$ cat config.mk
export PLATFORM = sky130hd
export DESIGN_NAME = rm1_encoder_stream
export DESIGN_NICKNAME = d
export VERILOG_FILES = /design/src/rtl/rm1_encoder_stream.sv
export SDC_FILE = /design/constraint.sdc
export NUM_CORES = 1
export LEC_CHECK = 0
export CAP_MARGIN = 20
export CORE_MARGIN = 3
export CORE_UTILIZATION = 46
export DETAILED_ROUTE_END_ITERATION = 7
export HOLD_SLACK_MARGIN = 0.12
export PLACE_DENSITY = 0.84
export SYNTH_ARGS = -nofsm -noshare
export SYNTH_HDL_FRONTEND = slang
export SYNTH_SLANG_ARGS = --single-unit
export TNS_END_PERCENT = 20
$ cat constraint.sdc
create_clock -name clk -period 1.6 [get_ports clk]
set_input_delay 0.16 -clock clk [delete_from_list [all_inputs] [get_ports clk]]
set_output_delay 0.16 -clock clk [all_outputs]
set_load 0.01 [all_outputs]
$ cat src/rtl/rm1_encoder_stream.sv
// rm1_encoder_stream: first-order Reed-Muller encoder feeding a small codeword FIFO.
// Defining RM_ENC_SERIAL_EN replaces the parallel output with an LSB-first bit-serial stage.
module rm1_encoder_stream #(
   parameter  int M     = 4,
   parameter  int DEPTH = 2,
   localparam int K     = M + 1,
   localparam int N     = 1 << M,
   localparam int LW    = $clog2(DEPTH) + 1
) (
   input  logic          clk,
   input  logic          reset,
   input  logic          in_valid,
   input  logic [K-1:0]  in_msg,
   output logic          in_ready,
   output logic          out_valid,
   output logic [N-1:0]  out_cw,
   input  logic          out_ready,
   output logic [LW-1:0] level
`ifdef RM_ENC_SERIAL_EN
   ,
   output logic          ser_data,
   output logic          ser_valid,
   output logic          ser_last,
   input  logic          ser_ready
`endif
);

   localparam int            AW       = $clog2(DEPTH);
   localparam logic [LW-1:0] DEPTH_L  = LW'(DEPTH);
   localparam logic [AW-1:0] LAST_PTR = AW'(DEPTH - 1);

   // Bit j is the affine form msg[0] + sum(msg[i+1] * j[i]) over GF(2).
   function automatic logic [N-1:0] rm1_encode(input logic [K-1:0] msg);
      logic [N-1:0] cw;
      logic [M-1:0] idx;
      cw = '0;
      for (int j = 0; j < N; j++) begin
         idx   = M'(j);
         cw[j] = msg[0] ^ (^(msg[K-1:1] & idx));
      end
      return cw;
   endfunction

   function automatic logic [AW-1:0] ptr_inc(input logic [AW-1:0] ptr);
      return (ptr == LAST_PTR) ? '0 : ptr + 1'b1;
   endfunction

   logic [N-1:0]  mem_q [DEPTH];
   logic [AW-1:0] wr_ptr_q, wr_ptr_d;
   logic [AW-1:0] rd_ptr_q, rd_ptr_d;
   logic [LW-1:0] level_q, level_d;
   logic          ready_en_q;
   logic [N-1:0]  enc_cw;
   logic [N-1:0]  head_cw;
   logic          push;
   logic          pop;
   logic          fifo_nempty;

   assign enc_cw      = rm1_encode(in_msg);
   assign fifo_nempty = (level_q != '0);
   // ready_en_q keeps in_ready low during reset and lifts it on the first edge after.
   assign in_ready    = ready_en_q && (level_q < DEPTH_L);
   assign push        = in_valid && in_ready;
   assign head_cw     = mem_q[rd_ptr_q];
   assign level       = level_q;

   // NOTE: every variable assigned in always_comb gets a default first so no latch is inferred.
   always_comb begin
      wr_ptr_d = push ? ptr_inc(wr_ptr_q) : wr_ptr_q;
      rd_ptr_d = pop  ? ptr_inc(rd_ptr_q) : rd_ptr_q;
      level_d  = level_q;
      case ({push, pop})
         2'b10:   level_d = level_q + 1'b1;
         2'b01:   level_d = level_q - 1'b1;
         default: level_d = level_q;
      endcase
   end

   // NOTE: sequential state uses non-blocking assignments so all registers update together.
   always_ff @(posedge clk or posedge reset) begin
      if (reset) begin
         wr_ptr_q   <= '0;
         rd_ptr_q   <= '0;
         level_q    <= '0;
         ready_en_q <= 1'b0;
      end else begin
         wr_ptr_q   <= wr_ptr_d;
         rd_ptr_q   <= rd_ptr_d;
         level_q    <= level_d;
         ready_en_q <= 1'b1;
      end
   end

   // NOTE: storage is not reset; pointers and level alone decide which entries are live.
   always_ff @(posedge clk) begin
      if (push) begin
         mem_q[wr_ptr_q] <= enc_cw;
      end
   end

`ifdef RM_ENC_SERIAL_EN
   typedef enum logic {S_IDLE, S_SHIFT} ser_state_e;

   localparam logic [M-1:0] LAST_BIT = M'(N - 1);

   ser_state_e   state_q, state_d;
   logic [N-1:0] sh_q, sh_d;
   logic [M-1:0] cnt_q, cnt_d;
   logic         ser_pop;
   logic         unused_out_ready;

   assign unused_out_ready = out_ready;
   assign pop              = ser_pop;
   assign out_valid        = 1'b0;
   assign out_cw           = head_cw;

   always_ff @(posedge clk or posedge reset) begin
      if (reset) begin
         state_q <= S_IDLE;
         sh_q    <= '0;
         cnt_q   <= '0;
      end else begin
         state_q <= state_d;
         sh_q    <= sh_d;
         cnt_q   <= cnt_d;
      end
   end

   // Finishing a word while the FIFO holds another reloads directly, keeping the stream gapless.
   always_comb begin
      state_d = state_q;
      sh_d    = sh_q;
      cnt_d   = cnt_q;
      ser_pop = 1'b0;
      case (state_q)
         S_IDLE: begin
            if (fifo_nempty) begin
               ser_pop = 1'b1;
               sh_d    = head_cw;
               cnt_d   = '0;
               state_d = S_SHIFT;
            end
         end
         S_SHIFT: begin
            if (ser_ready) begin
               if (cnt_q == LAST_BIT) begin
                  cnt_d = '0;
                  if (fifo_nempty) begin
                     ser_pop = 1'b1;
                     sh_d    = head_cw;
                     state_d = S_SHIFT;
                  end else begin
                     state_d = S_IDLE;
                  end
               end else begin
                  cnt_d = cnt_q + 1'b1;
               end
            end
         end
         default: state_d = S_IDLE;
      endcase
   end

   always_comb begin
      ser_valid = (state_q == S_SHIFT);
      ser_data  = sh_q[cnt_q];
      ser_last  = (state_q == S_SHIFT) && (cnt_q == LAST_BIT);
   end
`else
   assign out_valid = fifo_nempty;
   assign out_cw    = head_cw;
   assign pop       = out_valid && out_ready;
`endif

endmodule
# Word level (Yosys, flattened, before mapping)
# Memories as Yosys holds them, arrays and structs flattened.
# Index checks and enable logic that the tools add are counted.
# word_totals
ff_bits,5
ram_bits,32
input_bits,9
output_inout_bits,20
elab_cells,52
memories,1
# op_classes
add_sub_neg,4
order_cmp,1
n_eq_ne,2
n_mux,5
n_bitwise,15
reduce_logical,20
# memory_table
memory,words,word_bits,rd,rd_clocked_by_memory_dff,write_ports,line,rtl
mem_q,2,16,1,0,1,48,logic [N-1:0] mem_q [DEPTH];
# ops
cell,n
parity 4 bit,15
XOR 1 bit,15
two-way mux 1 bit,4
case mux 2 bit (2 select lines),1
nonzero test 2 bit,2
logical AND 1 bit,3
"adder 1 bit, second input constant",2
"adder 2 x 1 -> 2 bit, second input constant",1
"equality test 2 x 1 -> 1 bit, second input constant",1
"equality test 2 bit, second input constant",1
"< comparator 2 bit, second input constant",1
"subtractor 2 x 1 -> 2 bit, second input constant",1

# Longest topological paths before layout
# logic_depth
ltp_word,5
depth_mapped,6
mapped_depth_nobuf,6

# Least setup slack after synthesis
# OpenSTA, ideal clock, no wires.
# synth_path
path_type,flip-flop to flip-flop
from,"register level_q[1], in the netlist level[1]"
to,"memory mem_q[0][0] in the netlist's numbering, enable pin"
setup_time_ns,0.388
arrival_ns,1.558
required_time_ns,1.212
path_slack_ns,-0.347
path_stages_with_launch,4
n_path_buf,0
synth_period_minus_slack_ns,1.947
path_cell_list,dfrtp_1 -> nor2b_1 -> nand2_1 -> nor2_1
# synth_between
elab_chain_cells,5
# synth_rtl
element,line,rtl
start: declaration,51,"logic [LW-1:0] level_q, level_d;"
start signal: assignment,89,level_q <= level_d;
< comparator 2 bit,62,assign in_ready = ready_en_q && (level_q < DEPTH_L);
logical AND 1 bit,62,
net in_ready,14,"output logic in_ready,"
logical AND 1 bit,63,assign push = in_valid && in_ready;
two-way mux 1 bit,96,if (push) begin
two-way mux 1 bit (not written as such),97,mem_q[wr_ptr_q] <= enc_cw;
end: declaration,48,
# The timed path passes the listed nets, and every way through them passes these cells.

# Worst setup path in the final report
# layout_path
from,register rd_ptr_q
to,output out_cw[13]
# layout_between
elab_chain_cells,1
# layout_rtl
element,line,rtl
start: declaration,50,"logic [AW-1:0] rd_ptr_q, rd_ptr_d;"
start signal: assignment,88,rd_ptr_q <= rd_ptr_d;
memory (2 x 16 bit),n/a,
end: declaration,16,"output logic [N-1:0] out_cw,"
# No other way between the ends.

==> impl_metrics.yaml <==
yosys:
  yosysTopAreaCellShare_pct: 61.1
  synthTopCellsByCount: "32 x edfxtp_1, 16 x mux2_2, 12 x xnor2_1"
  synthCells: 91
  synth_area_mm2: 0.00157
  ys_warn_count: 0
  synthSimpleGateAreaFrac_pct: 2.31
  synth_fp_nets: 101
  yosys.cell_count.top_type: "edfxtp_1"
  synth_area_leaders: "edfxtp_1 61%, mux2_2 11%, dfrtp_1 8.0%"
  async_reset_ff_share_pct: 13.5
  muxShareOfSynthArea_pct: 11.5
  ys_ff_latch: 37
  synth_area_per_cell_um2: 17.3
  synth_compound_area_share_pct: 0
  synth-seq-area-share_pct: 69.1
  yosysTopAreaCell: "edfxtp_1"
  synth_top_family_by_area: "XOR/XNOR gates"
  synth_fa_ha_area_share_pct: 0.796
  ys_types: 18
  synth-xor-area-share_pct: 13.4
  synth-edff-count: 32
  synthFlopType: "edfxtp_1"
grt:
  overflow: 0
  gr-usage-all-layers_pct: 16.0
  grt_pass1_vias: 985
  grt_pass1_wl_um: 4790
  antenna_found_initial: 0
  grt_max_degree: 17
timing:
  timing.final.crit_period_ps: 1620
  finalCritPeriodShare_pct: 101
  rsz0062_at_grt: "yes"
  slew_viol_final: 0
  setup_viol: 6
  timing.hold.ws_ps: 523
  finClkSkew_ps: 3.00
  tightest_slew_ps: 550
  hold_viol_final: 0
  slew_headroom_pct: 63.1
  fin_ws_ps: -17.5
  max_freq_ghz: 0.618
layout:
  layout-drive-gt1-share_pct: 41.9
  instances_no_fill: 180
  area_growth_pct: 30.7
  area.sequential_mm2: 0.00109
  final_nets: 146
  insertedDiodeCount: 0
  final_util_pct: 65.2
  multi_input_area_um2: 455
  n_fill_cell: 252
setup_path:
  cp_top_family: "flip-flops"
  setup.worst_path.start: "rd_ptr_q"
  crit_type: "register to output pin"
  rrSetupSlack_ps: 50
  rr_worst_depth: 6
  crit_arrival_ps: 1460
  start_kind: "register"
  cp-end-kind: "output pin"
  r2r-start: "level[1]"
  cpPeakStageDelay_ps: 400
  cp.depth: 4
  path_cells: "buf_6, buf_6, mux2_2, buf_6"
  path_buf_inv: 3
  r2r_end: "level[1]"
  crit_slowest_cell: "dfrtp_1"
  crit_required_ps: 1440
  worstPathMaxFanout: 6
  cpMostUsedCell: "buf_6"
power:
  p_total_w: 0.00300
  share_comb_of_total_power_pct: 42.1
  pwr_density_cell_mw_per_mm2: 1460
  clock_power_share_pct: 14.5
  switchingPower_w: 0.000890
  ir_drop_mv: 0.770
  p_sw_share_pct: 29.7
  p_leak_nw: 0.780
  pwr-share-seq_pct: 43.4
  p_int_w: 0.00211
min_path:
  min_to: "rd_ptr_q"
  whs_path_depth: 3
  min-delay-start: "out_ready"
  hp-class: "input pin to register"
routing:
  first_iter_violations: 26
  vias: 846
  antenna_left: 0
  dr.pass1.iters: 4
  viasPerCell: 4.70
  wl_per_cell_um: 15.2
  drc: 0
  routed_wl_um: 2730
floorplanning:
  core_area_mm2: 0.00315
  initial_core_util_pct: 49.8
  dieArea_mm2: 0.00415
  die_height_um: 64.5
  rows: 20
  die_w_um: 64.5
  io_pins: 29
placement:
  dp_worst_setup_slack_ps: -22.6
  place_congestion: 0.760
  port_buffers: 28
  dp_hpwl_um: 1890
  dp.cells: 168
clocking:
  cts_root_buf: "clkbuf_4"
  cts_max_level: 2
  clk_pin_slew_worst_paths_ps: 100
  cts_buffer_depth: 2
  cts_tree: "built"
  cts.sinks: 37
  cts_made_buffers: 5
  clk-insertion-delay-late_ps: 330
run_status:
  status: "complete, but fails checks"
  violations: "negative setup slack"
run:
  drv_cap: 0
how the worst max path moves through the flow:
| stage | to | slack [ps] |
|---|---|---|
| finish | out_cw[13] | -20 |
| global route | out_cw[13] | -90 |
| CTS | out_cw[4] | -100 |
| detailed placement | mem_q[0][15] | -20 |
| global placement | mem_q[0][15] | 10 |
| floorplan | mem_q[1][0] | 3 |
sequential cells by signal (all words and copies together), names as in the netlist:
signal      flops
rd_ptr_q        1
level           2
wr_ptr_q        1
mem_q          32
ready_en_q      1
layer usage:
metal	up-vias	wire length, um	GRT usage [%]
met4	0	66	9.76
met5	-	0	0
met3	7	120	3.64
li1	407	-	-
met2	20	1400	26.2
met1	412	1150	19.1
layout make-up:
cell class	instances	area share (%)
sequential	37	52.9
multi-input combinational	46	22.2
timing repair buffer	43	19.5
tap	44	2.68
clock buffer	6	2.01
inverter	3	0.548
clock inverter	1	0.183
cells by family (layout without fill, tap and decap cells):
group / after synthesis / count (layout)
buf+inv: 8 / 53
other cells: 1 / 1
mux: 16 / 16
simple gates: 7 / 7
xor+xnor: 21 / 21
fa+ha+maj: 1 / 1
flops: 37 / 37
worst min-delay path, stage by stage:
cell and delay (ps):
clkdlybuf4s50_1 460, and2_4 150, xor2_1 60
per-stage QoR:
stage                     instance area, um^2  TNS (ps)
final                                    2050     -60.6
after global routing                     2050      -688
after CTS                                2050      -640
after detailed placement                 1980     -57.8
after global placement                   1980         0
after floorplan                          1580         0
timing repair:
action / in CTS / in global routing
gates resized for setup: 50 / 22
hold buffers: 1 / 0
setup buffers: 4 / 0
pin swaps: 0 / 1
setup endpoints to repair: 19 / 18
hold endpoints to repair: 5 / 0
layout by cell type, fill, tap and decap left out, types with 2 or more instances in the layout:
master	synthesis	final
dlygate4sd2_1	0	2
clkbuf_4	0	5
xnor2_1	12	12
mux2_2	16	16
buf_12	0	2
dfrtp_1	5	5
edfxtp_1	32	32
buf_4	0	9
clkdlybuf4s50_1	0	9
buf_6	1	11
clkbuf_2	0	8
inv_1	3	3
xor2_1	7	7
power by group through the flow:
stage / clock, W / sequential, W / combinational (W)
2_1_floorplan: 0 / 0.00132 / 0.000620
3_3_place_gp: 0 / 0.00131 / 0.00118
3_5_place_dp: 0 / 0.00132 / 0.00120
4_1_cts: 0.000449 / 0.00130 / 0.00122
5_1_grt: 0.000482 / 0.00132 / 0.00137
6_report: 0.000433 / 0.00130 / 0.00126
(Power assumes the default switching activity.)
